## config.mk

```make
export PLATFORM = sky130hd
export DESIGN_NAME = pc_sequencer
export DESIGN_NICKNAME = d
export VERILOG_FILES = /design/src/rtl/pc_seq_pkg.sv /design/src/rtl/pc_return_stack.sv /design/src/rtl/pc_sequencer.sv
export SDC_FILE = /design/constraint.sdc
export NUM_CORES = 1
export LEC_CHECK = 0
export ABC_AREA = 1
export BUFFER_PORTS_ARGS = -buffer_cell sky130_fd_sc_hd__buf_4
export CAP_MARGIN = 20
export CORE_MARGIN = 5
export CORE_UTILIZATION = 46
export DETAILED_ROUTE_END_ITERATION = 10
export PLACE_DENSITY = 0.85
export SYNTH_ARGS = -nofsm -noshare
export SYNTH_HDL_FRONTEND = slang
export SYNTH_SLANG_ARGS = --single-unit
export TNS_END_PERCENT = 20
```

## constraint.sdc

```tcl
create_clock -name Clock -period 2.75 [get_ports Clock]
set_clock_uncertainty 0.05 [all_clocks]
set_input_delay 0.55 -clock Clock [delete_from_list [all_inputs] [get_ports Clock]]
set_output_delay 0.55 -clock Clock [all_outputs]
set_load 0.02 [all_outputs]
```

## src/rtl/pc_seq_pkg.sv

```systemverilog
// Shared types and constants for the PC sequencer slice.
// Used by pc_sequencer, pc_return_stack and the branch selection mux.
package pc_seq_pkg;

  typedef enum logic [1:0] {
    BOOT  = 2'd0,
    RUN   = 2'd1,
    FAULT = 2'd2
  } pc_state_e;

  localparam int PC_WIDTH = 17;

  localparam logic [PC_WIDTH-1:0] VEC_22 = 17'd22;
  localparam logic [PC_WIDTH-1:0] VEC_12 = 17'd12;

  localparam int unsigned DEF_RESET_VECTOR = 0;

endpackage

```

## src/rtl/pc_return_stack.sv

```systemverilog
// Hardware return-address stack: register array plus depth pointer.
// push+pop together replaces the top entry in place.
module pc_return_stack
  import pc_seq_pkg::*;
#(
  parameter int WIDTH = PC_WIDTH,
  parameter int DEPTH = 8,
  localparam int AW = $clog2(DEPTH),
  localparam int DW = AW + 1
) (
  input  logic             clk,
  input  logic             rst_n,
  input  logic             push,
  input  logic             pop,
  input  logic [WIDTH-1:0] din,
  output logic [WIDTH-1:0] top,
  output logic [DW-1:0]    depth,
  output logic             full,
  output logic             empty
);

  logic [WIDTH-1:0] mem [DEPTH];
  logic [DW-1:0]    depth_q;
  logic [AW-1:0]    top_idx;
  logic [AW-1:0]    wr_idx;

  assign empty   = (depth_q == '0);
  assign full    = (depth_q == DW'(DEPTH));
  assign top_idx = AW'(depth_q - DW'(1));
  assign wr_idx  = depth_q[AW-1:0];
  assign depth   = depth_q;
  assign top     = empty ? '0 : mem[top_idx];

  // Stack update; misuse is filtered here as well as upstream.
  always_ff @(posedge clk or negedge rst_n) begin
    if (!rst_n) begin
      depth_q <= '0;
      for (int i = 0; i < DEPTH; i++) begin
        mem[i] <= '0;
      end
    end else if (push && pop) begin
      if (!empty) begin
        mem[top_idx] <= din;
      end
    end else if (push) begin
      if (!full) begin
        mem[wr_idx] <= din;
        depth_q     <= depth_q + DW'(1);
      end
    end else if (pop) begin
      if (!empty) begin
        depth_q <= depth_q - DW'(1);
      end
    end
  end

endmodule

```

## src/rtl/pc_sequencer.sv

```systemverilog
// PC register stage behind the branch selection mux, with return stack.
// Optional return stack and fault detection: define PC_SEQ_RAS_EN.
module pc_sequencer
  import pc_seq_pkg::*;
#(
  parameter int          WIDTH        = PC_WIDTH,
  parameter int          DEPTH        = 8,
  parameter int unsigned RESET_VECTOR = DEF_RESET_VECTOR
) (
  input  logic                   Clock,
  input  logic                   Reset_n,
  input  logic [WIDTH-1:0]       NextPc,
  input  logic                   Stall,
  input  logic                   Call,
  input  logic                   Ret,
  output logic [WIDTH-1:0]       Pc,
  output logic [WIDTH-1:0]       PcPlus1,
  output logic [WIDTH-1:0]       RetAddr,
  output logic                   InstrValid,
  output logic                   Fault,
  output logic [$clog2(DEPTH):0] StackDepth
);

  pc_state_e        state_q;
  pc_state_e        state_d;
  logic [WIDTH-1:0] pc_q;
  logic             run_go;
  logic             misuse;

  assign run_go  = (state_q == RUN) && !Stall;
  assign Pc      = pc_q;
  assign PcPlus1 = pc_q + WIDTH'(1);

`ifdef PC_SEQ_RAS_EN
  logic stk_full;
  logic stk_empty;

  assign misuse = (Call && !Ret && stk_full)
                || (Ret && stk_empty);

  pc_return_stack #(
    .WIDTH (WIDTH),
    .DEPTH (DEPTH)
  ) u_stack (
    .clk   (Clock),
    .rst_n (Reset_n),
    .push  (Call && run_go && !misuse),
    .pop   (Ret && run_go && !misuse),
    .din   (PcPlus1),
    .top   (RetAddr),
    .depth (StackDepth),
    .full  (stk_full),
    .empty (stk_empty)
  );

  assign Fault = (state_q == FAULT);
`else
  logic unused_ras;

  assign unused_ras = Call ^ Ret;
  assign misuse     = 1'b0;
  assign RetAddr    = '0;
  assign StackDepth = '0;
  assign Fault      = 1'b0;
`endif

  assign InstrValid = (state_q == RUN);

  // State register and PC capture.
  always_ff @(posedge Clock or negedge Reset_n) begin
    if (!Reset_n) begin
      state_q <= BOOT;
      pc_q    <= WIDTH'(RESET_VECTOR);
    end else begin
      state_q <= state_d;
      if (run_go) begin
        pc_q <= NextPc;
      end
    end
  end

  // Next state: one boot cycle, then run until a stack misuse.
  always_comb begin
    state_d = state_q;
    unique case (state_q)
      BOOT:    state_d = RUN;
      RUN:     if (!Stall && misuse) state_d = FAULT;
      FAULT:   state_d = FAULT;
      default: state_d = BOOT;
    endcase
  end

endmodule

```

After elaboration in Yosys (flattened, before gate mapping)
Cells that the tools add are included.
{"block": "totals", "reg_bits": 19, "in_bits": 22, "output_inout_bits": 57, "wordCells": 9}
{"block": "classes", "addsub": 1, "eq_ne": 2, "n_mux": 1, "n_reduce_logical": 3}
{"op": "17-bit by 1-bit adder with 17-bit output, second input constant", "count": 1}
{"op": "2-bit one-hot mux with 3 select lines", "count": 1}
{"op": "2-bit by 1-bit equality test with 1-bit output, second input constant", "count": 1}
{"op": "2-bit equality test, second input constant", "count": 1}
{"op": "2-bit logical NOT", "count": 1}
{"op": "1-bit logical AND", "count": 1}
{"op": "1-bit logical NOT", "count": 1}

Logic depth before layout (Yosys ltp)
{"block": "depth", "depth_word": 2, "depth_mapped": 8, "depth_no_buf": 8}

Worst setup path before layout
OpenSTA, ideal clock, no wires.
{"block": "synth_path", "path_type": "flip-flop to output port", "startpoint": "register pc_q[1], in the netlist Pc[1]", "endpoint": "output PcPlus1[8]", "t_arrival_ns": 1.404, "t_required_ns": 2.150, "slack_ns": 0.746, "stages_incl_launch_ff": 6, "n_path_buf": 0, "cell_sequence": "dfrtp_1 ha_1 nand2_1 nor2_1 nand2_2 xnor2_1"}
{"block": "synth_between", "elab_chain_cells": 1}
{"element": "start: declaration", "line_no": "pc_sequencer.sv:26", "rtl": "logic [WIDTH-1:0] pc_q;"}
{"element": "start signal: assignment", "line_no": "pc_sequencer.sv:73", "rtl": "pc_q <= WIDTH'(RESET_VECTOR);"}
{"element": "start signal: assignment", "line_no": "pc_sequencer.sv:77", "rtl": "pc_q <= NextPc;"}
{"element": "17-bit by 1-bit adder with 17-bit output", "line_no": "pc_sequencer.sv:32", "rtl": "assign PcPlus1 = pc_q + WIDTH'(1);"}
{"element": "end: declaration", "line_no": "pc_sequencer.sv:17", "rtl": "output logic [WIDTH-1:0] PcPlus1,"}
Every way passes these cells.

Worst setup path in the final report
{"block": "layout_path", "startpoint": "register pc_q[1], in the netlist Pc[1]", "endpoint": "output PcPlus1[10]"}
The elaborated chain is that of the path after synthesis.

==> summary.md <==
| Metric | Value |
|---|---|
| Outcome | `finished clean` |
| Startpoint types | `flop` |
| Setup repair bufs after CTS | `0` |
| Latest clock arrival within the worst-skew pair | `0.29 ns` |
| Vias in the first global route | `1,083` |
| Fmax | `0.438 GHz` |
| CP dominant cell by count | `nand2_1` |
| TritonCTS Buffers | `3` |
| Htree depth | `1` |
| Most frequent cells in the layout | `54 x buf_4, 50 x nand2_1, 25 x nor2_1, 22 x conb_1, 19 x dfrtp_1` |
| Starting Density | `46.9%` |
| RSZ-0062 raised after global routing | `no` |
| Unique masters post-synth | `20` |
| 1st-iter DRT viols | `48` |
| Buffers & Inverters on Critical Path | `1` |
| Gate Count Post-Synth | `178` |
| Initial antenna violation count | `0` |
| Netlist Area Pre-Place | `0.00127 mm^2` |
| Die ar. | `0.00392 mm^2` |
| Post-route minimum period | `2.29 ns` |
| Critical path depth | `7` |
| Static leakage | `0.000909 uW` |
| Placer congestion estimate | `0.709` |
| DRC Markers | `0` |
| Antenna-violating nets left | `0` |
| Antenna Cells | `0` |
| Crit path DAT | `1.69 ns` |
| Worst Setup SP | `Pc[1]` |
| Routed WL per cell | `11.1 um` |
| Max FO, Critical Path | `6` |
| Syn. warnings | `0` |
| Synth Area per Inst | `7.14 um^2` |
| Commonest non-fill, non-tap cell in the layout | `buf_4` |
| Clk buf depth | `2` |
| # resized after CTS | `0` |
| Crit Path Class | `flop to output port` |
| Ratio of final minimum period to clock period | `83.1%` |
| CP cell instances | `ha_1 -> nand2_1 -> nor2_1 -> nand2_2 -> o21ai_0 -> nand2_1 -> buf_4` |
| Critical path required time | `2.15 ns` |
| Nets | `256` |
| CP top delay family | `flip-flops` |
| GRT Util Overall | `14.9%` |
| Design Power | `742 uW` |
| Final setup vio count | `0` |
| Max Transition Viols Final | `0` |
| Die Span Y | `62.6 um` |
| Clock transition at the registers of the reported paths | `0.11 ns` |
| Synthesis-stage register bit count | `19` |
| Port Buffers | `54` |
| Total congestion overflow | `0` |
| CTS tree | `done` |
| Area of the core | `0.00271 mm^2` |
| Peak VDD IR | `327 uV` |
| Place WS | `0.804 ns` |
| Final hold viol count | `0` |
| I/O Pins | `79` |
| Seq/Total Area, Yosys | `37.4%` |
| Worst hold-check path type | `input pin to async pin` |
| CTS Hold Bufs | `0` |
| PnR worst setup slack | `0.464 ns` |
| Share of layout cells above drive strength 1 | `29.3%` |
| R2R depth | `4` |
| Via Count | `1,194` |
| Post-detail-place hpwl | `2460 um` |
| Vias per cell | `4.54` |
| Drt pass-1 iters | `4` |
| CTS root buf | `clkbuf_4` |
| First-pass GRT wire length | `4870 um` |
| Worst setup EP type | `output port` |
| # clock sinks | `19` |
| Setup TNS | `0 ns` |
| Total routed wirelength | `2930 um` |
| Die Wd | `62.6 um` |
| Area added between synthesis and finish | `29.1%` |
| Largest net degree at the start of global routing | `26` |
| Slowest CP cell | `dfrtp_1` |
| Pwr Density | `452 mW/mm^2` |
| Max incr delay on CP | `0.45 ns` |
| FF-to-FF Start | `state_q[1]` |
| Max cap viols | `0` |
| Site Rows | `19` |
==> layer usage <==
| metal | vias to the layer above | part of all wire, % | wire (um) | GRT usage, % |
|---|---|---|---|---|
| li1 | 619 | - | - | - |
| met1 | 527 | 41 | 1210 | 18.9 |
| met2 | 44 | 50 | 1460 | 25.0 |
| met3 | 4 | 8.0 | 235 | 3.24 |
| met4 | 0 | 0.99 | 29 | 4.77 |
| met5 | - | 0 | 0 | 0 |
==> final cells by class <==
cell class / count / area [um^2]
inverter: 13 / 48.8
sequential: 19 / 475
multi-input combinational: 142 / 646
timing repair buffer: 54 / 405
tap: 31 / 38.8
clock buffer: 3 / 22.5
fill: 256 / 1070
clock inverter: 1 / 5.00
==> flip-flops by register name, indices dropped and copies added, names as in the netlist <==
signal   cells
Pc          17
state_q      2
==> synth_stat cells, drive strengths merged <==
cell type / number / share of area [%]
a21oi: 8 / 3.1
buf: 25 / 14
conb: 1 / 0.29
dfrtp: 19 / 37
ha: 1 / 0.98
inv: 13 / 3.8
nand2: 55 / 17
nand3: 13 / 5.5
nand3b: 2 / 1.2
nand4: 2 / 0.98
nor2: 28 / 8.9
o21ai: 4 / 1.6
xnor2: 3 / 2.1
xor2: 4 / 2.8
==> final timing paths <==
kind | end | slack, ns
worst max register to register | Pc[15] | 1.14
max in group asynchronous | Pc[8] | 2.39
worst max-delay path | PcPlus1[10] | 0.46
worst min register to register | state_q[1] | 0.37
min in group Clock | state_q[1] | 0.37
worst min-delay path | Pc[2] | 0.05
==> per-stage QoR <==
step,area (um^2),util [%],hold WS [ns],instances
6_report,1640,60.6,0.0546,263
5_1_grt,1640,60.6,0.0590,263
4_1_cts,1640,60.6,0.0548,263
3_5_place_dp,1610,59.6,0.368,259
3_3_place_gp,1610,59.6,0.366,259
2_1_floorplan,1350,-,0.204,199
==> report_power, final <==
group,switching (uW),internal [uW]
clock,79.7,54.0
combinational,167,107
sequential,33.3,301
==> logic make-up after synthesis <==
group           after synthesis  share of synthesized area (%)
fa+ha+maj                     1                          0.984
flops                        19                           37.4
simple gates                100                           33.8
buf+inv                      38                           18.0
compound gates               12                           4.72
other cells                   1                          0.295
xor+xnor                      7                           4.82
Power figures use the tool's default switching activity.
